$ cat config.mk
export PLATFORM = sky130hd
export DESIGN_NAME = spi_rx_shift_register_flat
export DESIGN_NICKNAME = d
export VERILOG_FILES = /design/src/rtl/spi_rx_shift_register_if.sv /design/src/rtl/spi_rx_shift_register.sv /design/src/flat_wrapper.sv
export SDC_FILE = /design/constraint.sdc
export NUM_CORES = 1
export LEC_CHECK = 0
export CORE_ASPECT_RATIO = 0.9
export CORE_UTILIZATION = 45
export CTS_BUF_LIST = sky130_fd_sc_hd__clkbuf_16
export CTS_CLUSTER_DIAMETER = 200
export DETAILED_ROUTE_END_ITERATION = 6
export HOLD_SLACK_MARGIN = 0.03
export PLACE_DENSITY = 0.68
export SLEW_MARGIN = 10
export SYNTH_ARGS = -nofsm -noshare
export SYNTH_HDL_FRONTEND = slang
export SYNTH_SLANG_ARGS = --single-unit
$ cat constraint.sdc
create_clock -name clk -period 11 [get_ports clk]
set_clock_uncertainty 0.2 [all_clocks]
set_input_delay 3.3 -clock clk [delete_from_list [all_inputs] [get_ports clk]]
set_output_delay 3.3 -clock clk [all_outputs]
set_load 0.01 [all_outputs]
$ cat src/rtl/spi_rx_shift_register_if.sv
// Register-side bundle of the SPI receive shift register: frame control,
// serial input, and the received-word handshake.
interface spi_rx_shift_register_if #(
  parameter int DATA_W = 128,
  parameter int LEN_W  = 7
);
  logic              go_busy;
  logic [LEN_W-1:0]  char_len;
  logic              lsb;
  logic              sample_en;
  logic              miso;
  logic              rx_ack;
  logic [DATA_W-1:0] rx_data;
  logic              rx_valid;
  logic              rx_complete;
  logic              overrun;
  logic              busy;

  // Controller / register file side.
  modport master (
    output go_busy,
    output char_len,
    output lsb,
    output sample_en,
    output miso,
    output rx_ack,
    input  rx_data,
    input  rx_valid,
    input  rx_complete,
    input  overrun,
    input  busy
  );

  // Receive shift register side.
  modport slave (
    input  go_busy,
    input  char_len,
    input  lsb,
    input  sample_en,
    input  miso,
    input  rx_ack,
    output rx_data,
    output rx_valid,
    output rx_complete,
    output overrun,
    output busy
  );
endinterface

$ cat src/rtl/spi_rx_shift_register.sv
// SPI master receive shift register: samples MISO on each sample strobe and
// presents a right-aligned word. Define SPI_RX_SIGN_EXT_EN to sign-extend short frames.
module spi_rx_shift_register #(
  parameter int DATA_W = 128,
  parameter int LEN_W  = 7
) (
  input  logic                    clk,
  input  logic                    rst,
  spi_rx_shift_register_if.slave  bus
);

  localparam int CNT_W = $clog2(DATA_W + 1);
  localparam int IDX_W = (DATA_W > 1) ? $clog2(DATA_W) : 1;

  typedef enum logic [1:0] {
    IDLE  = 2'd0,
    SHIFT = 2'd1,
    DONE  = 2'd2
  } state_t;

  state_t            state_reg,       state_next;
  logic [CNT_W-1:0]  len_reg,         len_next;
  logic              order_reg,       order_next;
  logic [CNT_W-1:0]  bit_cnt_reg,     bit_cnt_next;
  logic [DATA_W-1:0] shift_reg,       shift_next;
  logic [DATA_W-1:0] rx_data_reg,     rx_data_next;
  logic              rx_valid_reg,    rx_valid_next;
  logic              rx_complete_reg, rx_complete_next;
  logic              overrun_reg,     overrun_next;

  logic [DATA_W-1:0] msb_word;
  logic [DATA_W-1:0] lsb_word;
  logic [DATA_W-1:0] captured_word;
  logic [DATA_W-1:0] len_mask;
  logic [DATA_W-1:0] final_word;
  logic [CNT_W-1:0]  cnt_inc;
  logic              last_bit;

  // MSB-first: shift left with the new bit entering at bit 0.
  assign msb_word = {shift_reg[DATA_W-2:0], bus.miso};

  // LSB-first: the new bit lands at the position named by the bit counter;
  // len_mask keeps only the bits below the latched frame length.
  genvar gi;
  generate
    for (gi = 0; gi < DATA_W; gi++) begin : g_bits
      assign lsb_word[gi] = (bit_cnt_reg == CNT_W'(gi)) ? bus.miso : shift_reg[gi];
      assign len_mask[gi] = (CNT_W'(gi) < len_reg);
    end
  endgenerate

  assign captured_word = order_reg ? lsb_word : msb_word;
  assign cnt_inc       = bit_cnt_reg + CNT_W'(1);
  assign last_bit      = (cnt_inc == len_reg);

`ifdef SPI_RX_SIGN_EXT_EN
  logic [IDX_W-1:0] last_idx;
  logic             sign_bit;

  // Bit len-1 is the first bit MSB-first and the last bit LSB-first.
  assign last_idx   = IDX_W'(len_reg - CNT_W'(1));
  assign sign_bit   = captured_word[last_idx];
  assign final_word = (captured_word & len_mask) | (~len_mask & {DATA_W{sign_bit}});
`else
  assign final_word = captured_word & len_mask;
`endif

  always_ff @(posedge clk or posedge rst) begin
    if (rst) begin
      state_reg       <= IDLE;
      len_reg         <= '0;
      order_reg       <= 1'b0;
      bit_cnt_reg     <= '0;
      shift_reg       <= '0;
      rx_data_reg     <= '0;
      rx_valid_reg    <= 1'b0;
      rx_complete_reg <= 1'b0;
      overrun_reg     <= 1'b0;
    end else begin
      state_reg       <= state_next;
      len_reg         <= len_next;
      order_reg       <= order_next;
      bit_cnt_reg     <= bit_cnt_next;
      shift_reg       <= shift_next;
      rx_data_reg     <= rx_data_next;
      rx_valid_reg    <= rx_valid_next;
      rx_complete_reg <= rx_complete_next;
      overrun_reg     <= overrun_next;
    end
  end

  always_comb begin
    state_next       = state_reg;
    len_next         = len_reg;
    order_next       = order_reg;
    bit_cnt_next     = bit_cnt_reg;
    shift_next       = shift_reg;
    rx_data_next     = rx_data_reg;
    rx_valid_next    = rx_valid_reg;
    rx_complete_next = 1'b0;
    overrun_next     = overrun_reg;

    if (bus.rx_ack && rx_valid_reg) begin
      rx_valid_next = 1'b0;
      overrun_next  = 1'b0;
    end

    unique case (state_reg)
      IDLE: begin
        if (bus.go_busy) begin
          state_next   = SHIFT;
          len_next     = (bus.char_len == '0) ? CNT_W'(DATA_W) : CNT_W'(bus.char_len);
          order_next   = bus.lsb;
          bit_cnt_next = '0;
          shift_next   = '0;
        end
      end

      SHIFT: begin
        // Dropping go_busy aborts even if a strobe arrives in the same cycle.
        if (!bus.go_busy) begin
          state_next = IDLE;
        end else if (bus.sample_en) begin
          shift_next   = captured_word;
          bit_cnt_next = cnt_inc;
          if (last_bit) begin
            state_next       = DONE;
            rx_data_next     = final_word;
            rx_complete_next = 1'b1;
            rx_valid_next    = 1'b1;
            // A same-cycle ack consumes the old word, so no overrun is flagged.
            overrun_next     = bus.rx_ack ? 1'b0 : (overrun_reg | rx_valid_reg);
          end
        end
      end

      DONE: begin
        if (!bus.go_busy) begin
          state_next = IDLE;
        end
      end

      default: begin
        state_next = IDLE;
      end
    endcase
  end

  assign bus.rx_data     = rx_data_reg;
  assign bus.rx_valid    = rx_valid_reg;
  assign bus.rx_complete = rx_complete_reg;
  assign bus.overrun     = overrun_reg;
  assign bus.busy        = (state_reg == SHIFT);

endmodule

$ cat src/flat_wrapper.sv
// flat-port wrapper written by rule: the top's interface ports become plain ports
module spi_rx_shift_register_flat 
#(
  parameter int DATA_W = 128,
  parameter int LEN_W  = 7
)
  (clk, rst, bus_go_busy, bus_char_len, bus_lsb, bus_sample_en, bus_miso, bus_rx_ack, bus_rx_data, bus_rx_valid, bus_rx_complete, bus_overrun, bus_busy);
  spi_rx_shift_register_if #(.DATA_W(DATA_W), .LEN_W(LEN_W)) bus_i ();
  input  logic clk;
  input  logic rst;
  input wire logic [$bits(bus_i.go_busy)-1:0] bus_go_busy;
  input wire logic [$bits(bus_i.char_len)-1:0] bus_char_len;
  input wire logic [$bits(bus_i.lsb)-1:0] bus_lsb;
  input wire logic [$bits(bus_i.sample_en)-1:0] bus_sample_en;
  input wire logic [$bits(bus_i.miso)-1:0] bus_miso;
  input wire logic [$bits(bus_i.rx_ack)-1:0] bus_rx_ack;
  output wire logic [$bits(bus_i.rx_data)-1:0] bus_rx_data;
  output wire logic [$bits(bus_i.rx_valid)-1:0] bus_rx_valid;
  output wire logic [$bits(bus_i.rx_complete)-1:0] bus_rx_complete;
  output wire logic [$bits(bus_i.overrun)-1:0] bus_overrun;
  output wire logic [$bits(bus_i.busy)-1:0] bus_busy;
  assign bus_i.go_busy = bus_go_busy;
  assign bus_i.char_len = bus_char_len;
  assign bus_i.lsb = bus_lsb;
  assign bus_i.sample_en = bus_sample_en;
  assign bus_i.miso = bus_miso;
  assign bus_i.rx_ack = bus_rx_ack;
  assign bus_rx_data = bus_i.rx_data;
  assign bus_rx_valid = bus_i.rx_valid;
  assign bus_rx_complete = bus_i.rx_complete;
  assign bus_overrun = bus_i.overrun;
  assign bus_busy = bus_i.busy;
  spi_rx_shift_register #(.DATA_W(DATA_W), .LEN_W(LEN_W)) u_core (.clk(clk), .rst(rst), .bus(bus_i));
endmodule
# == Word level (Yosys, flattened, before mapping) ==
# Cells that the tools add are included.
# word_totals
regBits,278
out_inout_bits,132
# op_classes
addsub,1
order_cmp,128
eq_ne,136
muxes,159
bitwise,2
n_reduce_logical,9
# op_table
cell,count
$eq 8x7->1 const B,64
$lt 7x8->1 const A,64
$mux 128,4
$eq 8x6->1 const B,32
$lt 6x8->1 const A,32
$pmux 128 s2,1
$mux 1,143
$and 128x128->128,1
$eq 8x5->1 const B,16
$lt 5x8->1 const A,16
$eq 8x4->1 const B,8
$lt 4x8->1 const A,8
$eq 8x3->1 const B,4
$lt 3x8->1 const A,4
$mux 8,4
$eq 8x2->1 const B,2
$lt 1x8->1 const A,2
$lt 2x8->1 const A,2
$pmux 8 s2,1
$reduce_and 4->1,3
$mux 2,5
$add 8x1->8 const B,1
$eq 8x1->1 const B,1
$eq 8x8->1,1
13 further kinds,16

# == Longest topological paths before layout ==
# logic_depth
word_depth,6
ltp_mapped,10
ltp_nobuf,8

# == Worst setup path after synthesis ==
# OpenSTA, ideal clock, no wires.
# synth_timing
path_type,input -> register
from,input bus_sample_en
to,"register u_core.rx_data_reg[100], in the netlist u_core.bus.rx_data[100]"
t_arrival_ns,4.368
t_required_ns,10.677
setup_slack_ns,6.308
cell_stages,7
cell_sequence,nand3_1 -> nor4_1 -> o211ai_2 -> buf_4 -> clkbuf_1 -> nand2_1 -> o21ai_1
# synth_via
elab_chain_cells,1
# synth_lines
item,line_no,source
from (decl),flat_wrapper.sv:14,input wire logic [$bits(bus_i.sample_en)-1:0] bus_sample_en;
$reduce_and 4->1 (no line),-,
to (signal assigned),spi_rx_shift_register.sv:85,rx_data_reg <= rx_data_next;
to (decl),spi_rx_shift_register.sv:26,"logic [DATA_W-1:0] rx_data_reg, rx_data_next;"
# No other way between the ends.
# A chain may end at the register's enable or synchronous reset.

# == Worst setup path after layout ==
# layout_timing
from,input bus_go_busy
to,"register u_core.overrun_reg, in the netlist u_core.bus.overrun"
# layout_via
elab_chain_cells,2
# layout_lines
item,line_no,source
from (decl),flat_wrapper.sv:11,input wire logic [$bits(bus_i.go_busy)-1:0] bus_go_busy;
$mux 1,spi_rx_shift_register.sv:121,if (!bus.go_busy) begin
$mux 1,spi_rx_shift_register.sv:108,unique case (state_reg)
named net u_core.overrun_next,spi_rx_shift_register.sv:29,"logic overrun_reg, overrun_next;"
to (signal assigned),spi_rx_shift_register.sv:88,overrun_reg <= overrun_next;
to (decl),spi_rx_shift_register.sv:29,
# The timed path passes the listed nets, and every way through them passes these cells.

==> results.json <==
{
  "pwr-share-comb_pct": 21.5,
  "post_drt_wl_per_cell_um": 22.7,
  "synth_cell_types": 60,
  "cp.required_ps": 11190,
  "drv_cap": 0,
  "cts_tree": "done",
  "timing.rr.end": "u_core.bus.rx_data[86]",
  "grt_usage_pct": 28.9,
  "finalMaxSlewViolations": 0,
  "setup_viol": 0,
  "min_path_cells": 1,
  "cp_max_fo": 70,
  "path_cells": "clkdlybuf4s50_1 > nand3_1 > nor4_1 > o211ai_4 > buf_4 > buf_4 > nand3b_1 > o221ai_1",
  "core-area_um2": 32300,
  "syn_inst": 1696,
  "routabilityCongestion": 0.927,
  "drt-pass1-iter-count": 6,
  "die_x_um": 194,
  "hold_violations": 0,
  "synth.largest_area_cell": "dfrtp_1",
  "grt-ovfl-total": 0,
  "syn_to_final_growth_pct": 16.8,
  "path_clk_slew_ps": 60,
  "synth_top_flop_cell": "dfrtp_1",
  "io_buffers": 145,
  "critPathSlowestCell": "nor4_1",
  "ir_worst_vdd_mv": 0.108,
  "period_share_pct": 53.2,
  "postCtsSetupRepairBufs": 0,
  "ys_warn_count": 0,
  "min_to": "u_core.bus.rx_data[26]",
  "synthArstFlopShare_pct": 100,
  "fin_cells": 2169,
  "fin_util_pct": 54.0,
  "cts.sinks": 278,
  "worstSetupStartpointType": "input pin",
  "synth-edff-count": 0,
  "critPathMaxStageDelay_ps": 550,
  "hold_class": "register to register",
  "ff2ff_path_depth": 7,
  "yosys.area.top_type_share_pct": 46.6,
  "post-route-drc-count": 0,
  "p_clk_share_pct": 36.8,
  "initial_utilization_pct": 46.3,
  "rsz0062_at_grt": "false",
  "period_needed_ps": 5860,
  "tightestPinTransition_ps": 1460,
  "antennaDiodeCount": 0,
  "p_sw_mw": 0.914,
  "yosysSeqAreaShare_pct": 46.6,
  "reg2reg_setup_slack_ps": 6700,
  "grt_antenna_before_repair": 0,
  "tns_ps": 0,
  "num_rows": 62,
  "outcome": "complete, no violations",
  "post_cts_resized": 0,
  "crit_path_frequent_cell": "buf_4",
  "switching_share_pct": 32.0,
  "clk_path_buf_depth": 3,
  "p_leak_nw": 7.06,
  "power_density_nw_per_um2": 164,
  "grt_pass1_vias": 12798,
  "synth_area_leaders": "dfrtp_1, mux2i_1, a22o_1",
  "yosys.cell_count.top_type": "dfrtp_1",
  "fin_nets": 1749,
  "grt_pass1_wl_um": 76500,
  "p_int_mw": 1.94,
  "seq_power_share_pct": 41.7,
  "relSlewSlack_pct": 1.77,
  "die_h_um": 175,
  "die-area_um2": 33900,
  "drive_gt1_share_pct": 5.08,
  "mappedNetlistArea_um2": 14900,
  "viasPerCell": 6.15,
  "grt_max_degree": 93,
  "synth_common_cells": "dfrtp_1, nor2_1, nand2_1, a22o_1, a21oi_1",
  "ant_nets": 0,
  "dr_total_vias": 13337,
  "numCtsBuffers": 29,
  "htreeDepth": 1,
  "arrival_ps": 6050,
  "max_freq_mhz": 171,
  "synth_seq_cells": 278,
  "dp_cells": 2116,
  "worstSetupPathType": "input pin to register",
  "drt-initial-drc-count": 1570,
  "routed_wl_um": 49200,
  "avgSynthCellArea_um2": 8.80,
  "syn_nets": 1714,
  "insertion_delay_ps": 560,
  "root_buffer": "clkbuf_16",
  "r2r-start": "u_core.bit_cnt_reg[2]",
  "cts_hold_buf": 0,
  "ios": 146,
  "hp-start": "u_core.bus.rx_data[26]",
  "end_kind": "register",
  "hpwl_um": 30000
}
-- cells by family (layout without fill, tap and decap cells) --
logic type | count (synthesis) | after routing | share of synthesized area (%)
AO/OA/AOI/OAI | 546 | 546 | 23.3
XOR/XNOR | 10 | 10 | 0.637
adder cells (fa/ha/maj) | 4 | 4 | 0.335
buffers and inverters | 167 | 224 | 4.60
flip-flops | 278 | 278 | 46.6
multiplexers | 127 | 127 | 8.57
AND/OR/NAND/NOR | 564 | 564 | 15.9
-- worst max path at each step --
stage | start | to | slack [ps] | cells past startpoint
detailed placement | bus_sample_en | u_core.bus.rx_data[26] | 4610 | 8
global route | bus_go_busy | u_core.bus.rx_data[26] | 4890 | 8
floorplan | rst | u_core.bit_cnt_reg[0] | 3820 | 1
finish | bus_go_busy | u_core.bus.overrun | 5140 | 8
global placement | bus_go_busy | u_core.bus.overrun | 4680 | 8
CTS | bus_sample_en | u_core.bus.rx_data[26] | 5170 | 8
-- metal layers --
layer | GRT usage, % | share of wire [%]
met1 | 39.6 | 42
met5 | 0 | 0
met4 | 13.1 | 4.7
met3 | 7.49 | 9.3
met2 | 43.0 | 44
-- power groups by stage --
stage	clock network (mW)	registers [mW]	logic, mW
after CTS	1.06	1.19	0.606
final	1.05	1.19	0.614
after global placement	0	1.20	0.595
after global routing	1.10	1.20	0.672
after detailed placement	0	1.21	0.603
after floorplan	0	1.18	0.406
-- final cells by class --
| cell class | instances | area [µm²] |
|---|---|---|
| Inverter | 9 | 37.5 |
| Clock buffer | 29 | 726 |
| Clock inverter | 24 | 280 |
| Timing Repair Buffer | 162 | 1580 |
| Fill cell | 3020 | 14800 |
| Multi-Input combinational cell | 1251 | 7330 |
| Sequential cell | 278 | 6960 |
| Tap cell | 416 | 520 |
-- through the flow --
step	worst slack, ps	instance area (µm²)	hold WS [ps]	total power, mW
after CTS	5170	17400	280	2.86
after detailed placement	4610	16400	266	1.81
after floorplan	3820	14900	272	1.59
after global placement	4680	16400	264	1.80
after global routing	4890	17400	310	2.98
final	5140	17400	275	2.86
-- critical path: cells and delay by family --
family          cells  cell delay, ps
compound gates      2             230
simple gates        3            1090
buf+inv             3            1320
-- layout by cell type (no fill, tap or decap), drive strengths merged, types with 5 or more instances in the layout --
cell and count:
nand3 18, buf 18, a21o 18, mux2 6, clkbuf 29, nor2 260
bufinv 6, mux2i 121, o31ai 6, a22o 128, nor3 5, nand2 226
clkinv 15, o211ai 57, xnor2 6, a31oi 8, nand2b 5, nor3b 5
o21ai 193, nand3b 10, a21oi 125, clkdlybuf4s50 144, dfrtp 278, inv 10
(Power assumes the default switching activity.)
